### config.mk
export PLATFORM = sky130hd
export DESIGN_NAME = adc_trig_window
export DESIGN_NICKNAME = d
export VERILOG_FILES = /design/src/rtl/adc_trig_window.sv
export SDC_FILE = /design/constraint.sdc
export NUM_CORES = 1
export LEC_CHECK = 0
export CORE_AREA = 2 2 94 114
export CTS_CLUSTER_SIZE = 14
export DETAILED_ROUTE_END_ITERATION = 6
export DIE_AREA = 0 0 96 116
export HOLD_SLACK_MARGIN = 0.15
export SLEW_MARGIN = 40
export SYNTH_ARGS = -nofsm -noshare
export SYNTH_HDL_FRONTEND = slang
export SYNTH_SLANG_ARGS = --single-unit
### constraint.sdc
create_clock -name clk2 -period 3.3 [get_ports clk2]
set_clock_uncertainty 0.15 [all_clocks]
set_input_delay 0.99 -clock clk2 [delete_from_list [all_inputs] [get_ports clk2]]
set_output_delay 0.99 -clock clk2 [all_outputs]
set_load 0.01 [all_outputs]
### src/rtl/adc_trig_window.sv
// adc_trig_window: trigger-driven ADC capture sequencer in the clk2 domain.
// An accepted trigger starts a programmable delay, followed by a window of
// cfg_nsamp samples framed with valid/last, and then a holdoff period before
// the block re-arms. Accepted and missed triggers are both counted.
module adc_trig_window #(
  parameter int DW      = 12,
  parameter int CW      = 10,
  parameter int TCW     = 16,
  parameter int HOLDOFF = 4
) (
  input  logic           clk2,
  input  logic           rstb,
  input  logic           trig,
  input  logic           enable,
  input  logic           abort,
  input  logic [CW-1:0]  cfg_delay,
  input  logic [CW-1:0]  cfg_nsamp,
  input  logic [DW-1:0]  adc_data,
  output logic [DW-1:0]  out_data,
  output logic           out_valid,
  output logic           out_last,
  output logic           busy,
  output logic [TCW-1:0] trig_cnt,
  output logic [TCW-1:0] miss_cnt
);

  // The holdoff counter must be able to hold the value HOLDOFF itself.
  localparam int HW = (HOLDOFF < 2) ? 1 : $clog2(HOLDOFF + 1);

  // After a real window the cycle that presents the last sample is spent in
  // HOLDOFF as well, so the counter starts at HOLDOFF and runs down to 0.
  // A zero-sample window has no last sample, so one cycle less is loaded.
  localparam logic [HW-1:0] HOLD_AFTER_LAST = HW'(HOLDOFF);
  localparam logic [HW-1:0] HOLD_NO_SAMPLES = HW'(HOLDOFF - 1);

  typedef enum logic [1:0] {
    S_IDLE,
    S_DELAY,
    S_CAPTURE,
    S_HOLDOFF
  } state_t;

  state_t          state_q,    state_d;
  logic [CW-1:0]   dly_cnt_q,  dly_cnt_d;
  logic [CW-1:0]   samp_cnt_q, samp_cnt_d;
  logic [HW-1:0]   hold_cnt_q, hold_cnt_d;
  logic [DW-1:0]   out_data_q, out_data_d;
  logic            out_valid_q, out_valid_d;
  logic            out_last_q, out_last_d;
  logic            busy_q,     busy_d;
  logic [TCW-1:0]  trig_cnt_q, trig_cnt_d;
  logic [TCW-1:0]  miss_cnt_q, miss_cnt_d;

  // Next-state, counters and framing outputs; abort overrides everything.
  always_comb begin
    state_d     = state_q;
    dly_cnt_d   = dly_cnt_q;
    samp_cnt_d  = samp_cnt_q;
    hold_cnt_d  = hold_cnt_q;
    out_data_d  = out_data_q;
    out_valid_d = 1'b0;
    out_last_d  = 1'b0;
    trig_cnt_d  = trig_cnt_q;
    miss_cnt_d  = miss_cnt_q;

    if (abort) begin
      state_d = S_IDLE;
    end else begin
      if (trig && enable && (state_q != S_IDLE) && !(&miss_cnt_q)) begin
        miss_cnt_d = miss_cnt_q + TCW'(1);
      end

      case (state_q)
        S_IDLE: begin
          if (trig && enable) begin
            trig_cnt_d = trig_cnt_q + TCW'(1);
            samp_cnt_d = cfg_nsamp;
            if (cfg_nsamp == '0) begin
              state_d    = S_HOLDOFF;
              hold_cnt_d = HOLD_NO_SAMPLES;
            end else if (cfg_delay == '0) begin
              state_d = S_CAPTURE;
            end else begin
              state_d   = S_DELAY;
              dly_cnt_d = cfg_delay - CW'(1);
            end
          end
        end

        S_DELAY: begin
          if (dly_cnt_q == '0) begin
            state_d = S_CAPTURE;
          end else begin
            dly_cnt_d = dly_cnt_q - CW'(1);
          end
        end

        S_CAPTURE: begin
          out_data_d  = adc_data;
          out_valid_d = 1'b1;
          if (samp_cnt_q == CW'(1)) begin
            out_last_d = 1'b1;
            state_d    = S_HOLDOFF;
            hold_cnt_d = HOLD_AFTER_LAST;
          end else begin
            samp_cnt_d = samp_cnt_q - CW'(1);
          end
        end

        S_HOLDOFF: begin
          if (hold_cnt_q == '0) begin
            state_d = S_IDLE;
          end else begin
            hold_cnt_d = hold_cnt_q - HW'(1);
          end
        end

        default: begin
          state_d = S_IDLE;
        end
      endcase
    end

    busy_d = (state_d != S_IDLE);
  end

  // State and output registers with asynchronous active-low reset.
  always_ff @(posedge clk2 or negedge rstb) begin
    if (!rstb) begin
      state_q     <= S_IDLE;
      dly_cnt_q   <= '0;
      samp_cnt_q  <= '0;
      hold_cnt_q  <= '0;
      out_data_q  <= '0;
      out_valid_q <= 1'b0;
      out_last_q  <= 1'b0;
      busy_q      <= 1'b0;
      trig_cnt_q  <= '0;
      miss_cnt_q  <= '0;
    end else begin
      state_q     <= state_d;
      dly_cnt_q   <= dly_cnt_d;
      samp_cnt_q  <= samp_cnt_d;
      hold_cnt_q  <= hold_cnt_d;
      out_data_q  <= out_data_d;
      out_valid_q <= out_valid_d;
      out_last_q  <= out_last_d;
      busy_q      <= busy_d;
      trig_cnt_q  <= trig_cnt_d;
      miss_cnt_q  <= miss_cnt_d;
    end
  end

  assign out_data  = out_data_q;
  assign out_valid = out_valid_q;
  assign out_last  = out_last_q;
  assign busy      = busy_q;
  assign trig_cnt  = trig_cnt_q;
  assign miss_cnt  = miss_cnt_q;

endmodule

==> results of run 1 <==
## critical path, delay by kind of cell
family / cells / cell delay [ps]
compound gates: 3 / 300
simple gates: 3 / 1260
buf+inv: 1 / 490
## metal layers
| metal | up-vias | track usage [%] | wire, µm |
|---|---|---|---|
| met5 | - | 0 | 0 |
| met4 | 0 | 8.00 | 195 |
| met3 | 17 | 2.73 | 516 |
| met2 | 102 | 30.0 | 4630 |
| met1 | 1663 | 25.0 | 4440 |
| li1 | 1710 | - | - |
## sequential cells by signal, summed over array words and instances, names as in the netlist
| name | cells |
|---|---|
| miss_cnt | 16 |
| trig_cnt | 16 |
| out_data | 12 |
| dly_cnt_q | 10 |
| samp_cnt_q | 10 |
| hold_cnt_q | 3 |
| state_q | 2 |
| busy | 1 |
| out_last | 1 |
| out_valid | 1 |
## power groups by stage
| stage | registers [µW] | logic, µW | clock network (µW) |
|---|---|---|---|
| floorplan | 1170 | 285 | 0 |
| global placement | 1180 | 560 | 0 |
| detailed placement | 1190 | 572 | 0 |
| CTS | 1170 | 574 | 907 |
| global route | 1200 | 634 | 958 |
| finish | 1170 | 566 | 885 |
## cell type report
| cell class | count | area, µm² | share of cell area (%) |
|---|---|---|---|
| Multi-Input combinational cell | 307 | 2010 | 37.6 |
| Clock buffer | 11 | 243 | 4.54 |
| Sequential cell | 72 | 1800 | 33.7 |
| Timing Repair Buffer | 116 | 1070 | 20.1 |
| Tap cell | 126 | 158 | 2.95 |
| Inverter | 8 | 30.0 | 0.562 |
| Clock inverter | 4 | 31.3 | 0.585 |
## final timing paths
path                              start           end  slack [ps]  cells past startpoint
max                                trig  dly_cnt_q[9]         330                      7
min                        trig_cnt[15]  trig_cnt[15]         330                      1
max reg2reg                  state_q[0]  dly_cnt_q[9]         490                      6
min reg2reg                trig_cnt[15]  trig_cnt[15]         330                      1
max in group asynchronous          rstb   out_data[1]        1670                      2
min in group asynchronous          rstb  miss_cnt[12]         550                      1
## placed cells by master (no fill, tap or decap), types with 5 or more instances in the layout
cell type,n
a211oi_1,5
a21oi_1,27
a31oi_1,5
and3_1,7
and4_1,7
buf_4,33
clkbuf_16,9
clkdlybuf4s50_1,82
dfrtp_1,72
ha_1,7
inv_1,8
mux2_2,15
nand2_1,30
nand3_1,15
nand4_1,10
nor2_1,37
nor2b_1,5
nor3_1,14
nor4_1,9
o21ai_0,24
o31ai_1,6
xnor2_1,22
xor2_1,7
## through the flow
step           utilization, %  power (µW)  instance area [µm²]
2_1_floorplan               -        1450                 3920
3_3_place_gp             50.9        1740                 5070
6_report                 53.7        2620                 5350
4_1_cts                  53.7        2650                 5350
5_1_grt                  53.7        2790                 5350
3_5_place_dp             50.9        1760                 5070
## kinds of logic after synthesis
kind of cell    after synthesis  share of synthesized area (%)
simple gates                162                           22.9
buf+inv                      25                           2.87
mux                          18                           5.07
flops                        72                           45.9
compound gates               91                           14.6
fa+ha+maj                     7                           2.23
xor+xnor                     29                           6.47
==> metrics.md, run 1 <==
| Metric | Value |
|---|---|
| Outcome | `completed` |
| Clock sinks | `72` |
| CTS tree | `yes` |
| Core box area | `9960 µm²` |
| H-Tree Level Count | `3` |
| Die W | `96 µm` |
| Worst-skew pair later-pin latency | `330 ps` |
| Gr ovfl total | `0` |
| Synthesized area per cell | `9.71 µm²` |
| Setup WS pre-CTS | `-3.83 ps` |
| Fin. max-slew vios | `0` |
| Synth area leader | `dfrtp_1` |
| IO Pins | `84` |
| Final WS setup | `329 ps` |
| Worst Setup End Kind | `register` |
| Num CTS Buffers | `9` |
| TNS Setup | `0 ps` |
| Post-synthesis register bit count | `72` |
| GRT Overall Usage | `18.6%` |
| Hold slack | `331 ps` |
| Leak | `0.00218 µW` |
| Peak supply drop | `240 µV` |
| Crit-path max cell delay | `600 ps` |
| Fin. Hold Viols | `0` |
| Worst Max-Slew Pin Slew | `754 ps` |
| CTS Root Cell | `clkbuf_16` |
| Post-synth top cells | `dfrtp_1, nor2_1, nand2_1` |
| First-pass iteration count of the detailed router | `4` |
| CP Max Fanout | `10` |
| Top FF cell, synth | `dfrtp_1` |
| Startpoint types | `input port` |
| Worst Path Required | `3370 ps` |
| Syn Inst Count | `404` |
| CP Data Arrival Time | `3040 ps` |
| Port bufs | `83` |
| Worst-path cell chain | `clkdlybuf4s50_1 -> a21oi_2 -> or3_4 -> or4b_4 -> a31oi_1 -> a21oi_1 -> nor4_1` |
| Initial DRC count | `165` |
| Routed vias | `3492` |
| First-pass GRT wire length | `16200 µm` |
| Final std cells w/o fill | `644` |
| Synth top area cells | `dfrtp_1, xnor2_1, mux2_2` |
| Fin nets | `558` |
| Post-CTS sizing | `0` |
| # setup viols final | `0` |
| Power Density | `491 nW/µm²` |
| Switching Share | `29.9%` |
| FP Rows | `40` |
| Crit path max-delay cell type | `or4b_4` |
| Clock Power Share | `33.7%` |
| DR DRC count | `0` |
| Fin crit period | `2970 ps` |
| Net Count, Synth | `448` |
| Full die area | `11100 µm²` |
| Worst-path clk slew | `60 ps` |
| Mapped Area | `3920 µm²` |
| Initial antenna violation count | `0` |
| Dpl cells | `629` |
| Setup CP Type | `in2reg` |
| Internal Power | `1840 µW` |
| HPWL after detailed placement | `7520 µm` |
| Fin crit share | `90.0%` |
| Vias in the first global route | `3431` |
| Post-synth EDFFs | `0` |
| Maximum clock frequency | `0.337 GHz` |
| Post-CTS setup buffer count | `0` |
| Die height | `116 µm` |
| Number of hold buffers added after CTS | `0` |
| RSZ-0062 raised after global routing | `no` |
| Clock Path Buffers | `2` |
| Hold WC Path Type | `reg2reg` |
| Count leader, synth | `dfrtp_1` |
| Yosys warning total | `0` |
| WL final | `9790 µm` |
| DR WL/cell | `15.2 µm` |
| Psw | `784 µW` |
| Relative slew slack | `49.7%` |
| Area grow syn2layout | `36.3%` |
| Register area share after synthesis | `45.9%` |
| N_diodes | `0` |
| Share of the synthesized area in the top cell type | `45.9%` |
| Synth cell types | `61` |
| # fillers | `916` |
| Register share of total power | `44.7%` |
| Max-Cap Viols | `0` |
| Comb power frac | `21.6%` |
| Starting Density | `39.4%` |
| Largest net degree at the start of global routing | `28` |
| Layout cells sized above 1 | `15.1%` |
| DRT antenna net count | `0` |
| Vias per Instance | `5.42` |
| FFs w/ async S/R, synth | `100%` |
| Gpl congestion | `0.851` |
(Power assumes the default switching activity.)
==> run 2: changes to the inputs <==
--- a/config.mk
+++ b/config.mk
@@ -9,6 +9,7 @@
 export CTS_CLUSTER_SIZE = 14
 export DETAILED_ROUTE_END_ITERATION = 6
 export DIE_AREA = 0 0 96 116
+export DONT_BUFFER_PORTS = 1
 export HOLD_SLACK_MARGIN = 0.15
 export SLEW_MARGIN = 40
 export SYNTH_ARGS = -nofsm -noshare
==> metrics.md, run 2 (same netlist as run 1, synthesis figures left out) <==
| Metric | Value |
|---|---|
| Fin. max-slew vios | `0 (unchanged)` |
| Die W | `96 µm (unchanged)` |
| CTS Root Cell | `clkbuf_16 (unchanged)` |
| Fin area | `4410 µm² (was 5350 µm²)` |
| Post-CTS sizing | `0 (unchanged)` |
| Post-CTS setup buffer count | `0 (unchanged)` |
| Layout cells sized above 1 | `13.6% (was 15.1%)` |
| Relative slew slack | `45.1% (was 49.7%)` |
| First-pass iteration count of the detailed router | `4 (unchanged)` |
| Die height | `116 µm (unchanged)` |
| Fin. Hold Viols | `0 (unchanged)` |
| RSZ-0062 raised after global routing | `no (unchanged)` |
| IO Pins | `84 (unchanged)` |
| Worst Path Required | `3390 ps (was 3370 ps)` |
| TNS Setup | `0 ps (unchanged)` |
| WL final | `9010 µm (was 9790 µm)` |
| DRT antenna net count | `0 (unchanged)` |
| Most common cell after layout, fill and taps aside | `dfrtp_1 (was clkdlybuf4s50_1)` |
| CP Max Fanout | `12 (was 10)` |
| Fin crit period | `2650 ps (was 2970 ps)` |
| FP Rows | `40 (unchanged)` |
| Outcome | `completed (unchanged)` |
| Worst-skew pair later-pin latency | `330 ps (about the same)` |
| CP Data Arrival Time | `2740 ps (was 3040 ps)` |
| Top routing layer used | `met4 (unchanged)` |
| Multi-input logic area | `2010 µm² (about the same)` |
| DR DRC count | `0 (unchanged)` |
| # fillers | `951 (was 916)` |
| Setup CP Type | `reg2reg (was in2reg)` |
| Leak | `0.00179 µW (was 0.00218 µW)` |
| Core box area | `9960 µm² (unchanged)` |
| GRT Overall Usage | `17.0% (was 18.6%)` |
| Area grow syn2layout | `12.5% (was 36.3%)` |
| Starting Density | `39.4% (unchanged)` |
| Maximum clock frequency | `0.378 GHz (was 0.337 GHz)` |
| Max-Cap Viols | `0 (unchanged)` |
| Initial antenna violation count | `0 (unchanged)` |
| Most frequent cells in the layout | `dfrtp_1, nor2_1, nand2_1, a21oi_1, o21ai_0 (was clkdlybuf4s50_1, dfrtp_1, nor2_1, buf_4, nand2_1)` |
| Met2 WL | `4380 µm (was 4630 µm)` |
| DR WL/cell | `16.7 µm (was 15.2 µm)` |
| Gr ovfl total | `0 (unchanged)` |
| Num CTS Buffers | `9 (unchanged)` |
| # setup viols final | `0 (unchanged)` |
| Hold WC Path Type | `in2async (was reg2reg)` |
| Reg area | `1800 µm² (unchanged)` |
| Port bufs | `0 (was 83)` |
| Initial DRC count | `123 (was 165)` |
| Fin nets | `451 (was 558)` |
| Full die area | `11100 µm² (unchanged)` |
| Largest net degree at the start of global routing | `73 (was 28)` |
| Worst-path clk slew | `60 ps (about the same)` |
| First-pass GRT wire length | `14600 µm (was 16200 µm)` |
| N_diodes | `0 (unchanged)` |
| Fin crit share | `80.2% (was 90.0%)` |
| Clock sinks | `72 (unchanged)` |
| Clock Path Buffers | `2 (unchanged)` |
| WL met1 | `3800 µm (was 4440 µm)` |
| H-Tree Level Count | `3 (unchanged)` |
| Placed cell area | `4070 µm² (was 5070 µm²)` |
| Startpoint types | `register (was input port)` |
| Vias per Instance | `5.81 (was 5.42)` |
| Routed vias | `3124 (was 3492)` |
| Gpl congestion | `0.854 (was 0.851)` |
| HPWL after detailed placement | `6500 µm (was 7520 µm)` |
| CTS tree | `yes (unchanged)` |
| Power Density | `605 nW/µm² (was 491 nW/µm²)` |
| Vias in the first global route | `3133 (was 3431)` |
| Worst Max-Slew Pin Slew | `815 ps (was 754 ps)` |
| Peak supply drop | `249 µV (was 240 µV)` |
| Worst Setup End Kind | `register (unchanged)` |
| Number of hold buffers added after CTS | `0 (unchanged)` |
| Routed wl met3 | `564 µm (was 516 µm)` |
-- run 2: cell count changes in the layout (fill, tap and decap cells not counted), sizes merged --
cell,before,now
bufinv,0,3
buf,34,9
clkbuf,11,9
clkinvlp,3,2
inv,8,9
clkdlybuf4s50,82,0
-- run 2: layout make-up --
| class | count | area share (%) |
|---|---|---|
| multi-input combinational | 307 | 45.6 |
| tap | 126 | 3.57 |
| sequential | 72 | 40.8 |
| clock inverter | 7 | 2.69 |
| timing repair buffer | 9 | 1.53 |
| inverter | 8 | 0.680 |
| clock buffer | 9 | 5.10 |
-- run 2: final timing paths --
path	startpoint	to	slack, ps	cells after the start
worst max-delay path	state_q[0]	dly_cnt_q[6]	650	8
min in group clk2	samp_cnt_q[7]	samp_cnt_q[7]	340	2
worst max register to register	state_q[0]	dly_cnt_q[6]	650	8
worst min-delay path	rstb	dly_cnt_q[1]	200	0
max in group asynchronous	rstb	busy	2690	0
worst min register to register	samp_cnt_q[7]	samp_cnt_q[7]	340	2
-- run 2: metrics by stage --
step | util [%] | setup WS [ps] | power (µW) | hold slack (ps) | cells
3_3_place_gp | 40.8 | 392 | 1550 | 326 | 522
5_1_grt | 44.3 | 474 | 2820 | 177 | 538
6_report | 44.3 | 652 | 2670 | 200 | 538
3_5_place_dp | 40.9 | 339 | 1570 | 333 | 522
2_1_floorplan | - | 489 | 1450 | 291 | 404
4_1_cts | 44.3 | 686 | 2700 | 187 | 538
-- run 2: routing by layer --
layer	vias up	global-route usage, %
met3	20	5.40
met2	108	27.9
li1	1485	-
met5	-	0
met1	1511	19.8
met4	0	8.67
-- run 2: power breakdown --
part | leakage, µW | internal, µW | switching [µW]
sequential | 0.000929 | 1010 | 198
combinational | 0.000700 | 162 | 177
clock | 0.000162 | 739 | 384
total | 0.00179 | 1910 | 759
-- run 2: worst max-delay path: stages, from the launching register on --
cell      delay, ps
dfrtp_1         560
nand2b_1        190
mux2_2          390
inv_1            90
ha_1            320
and3_1          260
o21ai_0         150
xor2_1          170
a311oi_1        260
==> run 3: changes to the inputs <==
==> constraint.sdc (replaced) <==
create_clock -name clk2 -period 2.1 [get_ports clk2]
set_clock_uncertainty 0.15 [all_clocks]
set_input_delay 0.63 -clock clk2 [delete_from_list [all_inputs] [get_ports clk2]]
set_output_delay 0.63 -clock clk2 [all_outputs]
set_load 0.01 [all_outputs]
==> metrics.md, run 3 (same netlist as run 1, synthesis figures left out) <==
| Metric | Value |
|---|---|
| RSZ-0062 raised after global routing | `yes (was no)` |
| CP Buf/Inv Count | `1 (unchanged)` |
| Most frequent cells in the layout | `buf_4, dfrtp_1, nor2_1, nand2_1, a21oi_1 (was dfrtp_1, nor2_1, nand2_1, a21oi_1, o21ai_0)` |
| Startpoint types | `register (unchanged)` |
| Leak | `0.00228 µW (was 0.00179 µW)` |
| First-pass GRT wire length | `16800 µm (was 14600 µm)` |
| Fin nets | `528 (was 451)` |
| First-pass iteration count of the detailed router | `4 (unchanged)` |
| Vias in the first global route | `3536 (was 3133)` |
| N_diodes | `0 (unchanged)` |
| Peak supply drop | `425 µV (was 249 µV)` |
| DRT antenna net count | `0 (unchanged)` |
| Worst-path clk slew | `60 ps (about the same)` |
| IO Pins | `84 (unchanged)` |
| Full die area | `11100 µm² (unchanged)` |
| CP Data Arrival Time | `2290 ps (was 2740 ps)` |
| Hold slack | `-156 ps (was 200 ps)` |
| Gr ovfl total | `0 (unchanged)` |
| WL final | `10800 µm (was 9010 µm)` |
| H-Tree Level Count | `3 (unchanged)` |
| Final WS setup | `-117 ps (was 652 ps)` |
| # setup viols final | `7 (was 0)` |
| Fin. Hold Viols | `72 (was 0)` |
| Fin. max-slew vios | `0 (unchanged)` |
| Vias per Instance | `5.71 (was 5.81)` |
| Hold WC Path Type | `in2async (unchanged)` |
| Largest net degree at the start of global routing | `73 (unchanged)` |
| Maximum clock frequency | `0.451 GHz (was 0.378 GHz)` |
| Fin crit share | `106% (was 80.2%)` |
| Crit path max-delay cell type | `dfrtp_2 (was dfrtp_1)` |
| Clock sinks | `72 (unchanged)` |
| Die W | `96 µm (unchanged)` |
| Gpl congestion | `0.940 (was 0.854)` |
| Clock Path Buffers | `2 (unchanged)` |
| Max-Cap Viols | `0 (unchanged)` |
| Fin crit period | `2220 ps (was 2650 ps)` |
| Worst Path Required | `2180 ps (was 3390 ps)` |
| TNS Setup | `-505 ps (was 0 ps)` |
| Core box area | `9960 µm² (unchanged)` |
| Final std cells w/o fill | `615 (was 538)` |
| Port bufs | `0 (unchanged)` |
| Num CTS Buffers | `9 (unchanged)` |
| HPWL after detailed placement | `7570 µm (was 6500 µm)` |
| Crit-path max cell delay | `490 ps (was 560 ps)` |
| Most common cell after layout, fill and taps aside | `buf_4 (was dfrtp_1)` |
| GRT Overall Usage | `19.3% (was 17.0%)` |
| Relative slew slack | `64.6% (was 45.1%)` |
| Routed vias | `3510 (was 3124)` |
| Worst-path cell chain | `nor2b_4 -> mux2i_2 -> ha_4 -> buf_6 -> nand2_4 -> o31ai_2 -> a21oi_1 -> a311oi_1 (was nand2b_1 -> mux2_2 -> inv_1 -> ha_1 -> and3_1 -> o21ai_0 -> xor2_1 -> a311oi_1)` |
| DR WL/cell | `17.5 µm (was 16.7 µm)` |
| Layout cells sized above 1 | `37.8% (was 13.6%)` |
| CP startpoint | `state_q[0] (unchanged)` |
| Worst Setup End Kind | `register (unchanged)` |
| FP Rows | `40 (unchanged)` |
| Worst Max-Slew Pin Slew | `526 ps (was 815 ps)` |
| Power Density | `808 nW/µm² (was 605 nW/µm²)` |
| Die height | `116 µm (unchanged)` |
| CTS Root Cell | `clkbuf_16 (unchanged)` |
| Initial DRC count | `186 (was 123)` |
| CP Max Fanout | `7 (was 12)` |
| Dpl cells | `583 (was 522)` |
| Worst-skew pair later-pin latency | `330 ps (about the same)` |
| Starting Density | `39.4% (unchanged)` |
| DR DRC count | `0 (unchanged)` |
| Failing checks | `hold timing, setup timing` |
| Outcome | `finished, violations left (was completed)` |
| Setup CP Type | `reg2reg (unchanged)` |
| CTS tree | `yes (unchanged)` |
| Area grow syn2layout | `37.8% (was 12.5%)` |
| Initial antenna violation count | `0 (unchanged)` |
| RR Startpoint | `state_q[0] (unchanged)` |
| CP delay by family, top | `compound AO/OA/AOI/OAI gates (was flip-flops)` |
==> run 3: cell types whose count changed in the layout (fill, tap and decap cells not counted), sizes merged <==
cell / before / now
or4b: 3 / 4
clkinvlp: 2 / 1
clkinv: 1 / 2
inv: 9 / 11
bufinv: 3 / 1
buf: 9 / 85
==> run 3: area by class of cell <==
type	instances	area (µm²)
fill	853	4550
multi-input combinational	308	2410
sequential	72	1810
timing repair buffer	85	696
clock buffer	9	225
tap	126	158
clock inverter	7	77.6
inverter	8	30.0
==> run 3: what timing repair did <==
action / 4_1_cts / 5_1_grt
buffers inserted: 5 / 10
setup endpoints to repair: 35 / 37
hold endpoints to repair: 72 / 72
cloned: 2 / 0
resized for setup: 32 / 56
pin swaps: 7 / 26
==> run 3: routing by layer <==
| metal | track usage, % | up-vias | wire [µm] |
|---|---|---|---|
| met1 | 22.3 | 1732 | 4290 |
| li1 | - | 1648 | - |
| met2 | 34.2 | 109 | 5640 |
| met3 | 5.27 | 21 | 636 |
| met5 | 0 | - | 0 |
| met4 | 6.10 | 0 | 181 |
==> run 3: path summary, 6_finish.rpt <==
kind	end	slack [ps]	depth (start not counted)
max	dly_cnt_q[6]	-120	8
min	miss_cnt[15]	-160	0
max reg2reg	dly_cnt_q[6]	-120	8
min reg2reg	samp_cnt_q[7]	340	2
max in group asynchronous	dly_cnt_q[4]	1800	0
min in group clk2	out_last	220	1
==> run 3: worst register-to-register path: cells and delay by family (launching register included) <==
| kind | cells | cell delay [ps] |
|---|---|---|
| AOI/OAI and AO/OA | 3 | 530 |
| adders and majority gates | 1 | 190 |
| buffers and inverters | 1 | 130 |
| DFF | 1 | 490 |
| muxes | 1 | 300 |
| and+or+nand+nor | 2 | 320 |
==> run 3: power by group <==
group / switching [µW] / internal [µW] / total, µW
clock: 615 / 932 / 1550
sequential: 266 / 1590 / 1860
combinational: 475 / 488 / 962
total: 1360 / 3010 / 4370
==> run 3: stage by stage <==
stage | setup WS, ps | utilization [%] | total power [µW] | instance area [µm²]
2_1_floorplan | -273 | - | 2330 | 4040
3_3_place_gp | -289 | 46.4 | 2660 | 4620
3_5_place_dp | -357 | 46.4 | 2700 | 4620
4_1_cts | -72.8 | 51.2 | 4330 | 5100
5_1_grt | -169 | 54.3 | 4600 | 5410
6_report | -117 | 54.3 | 4370 | 5410
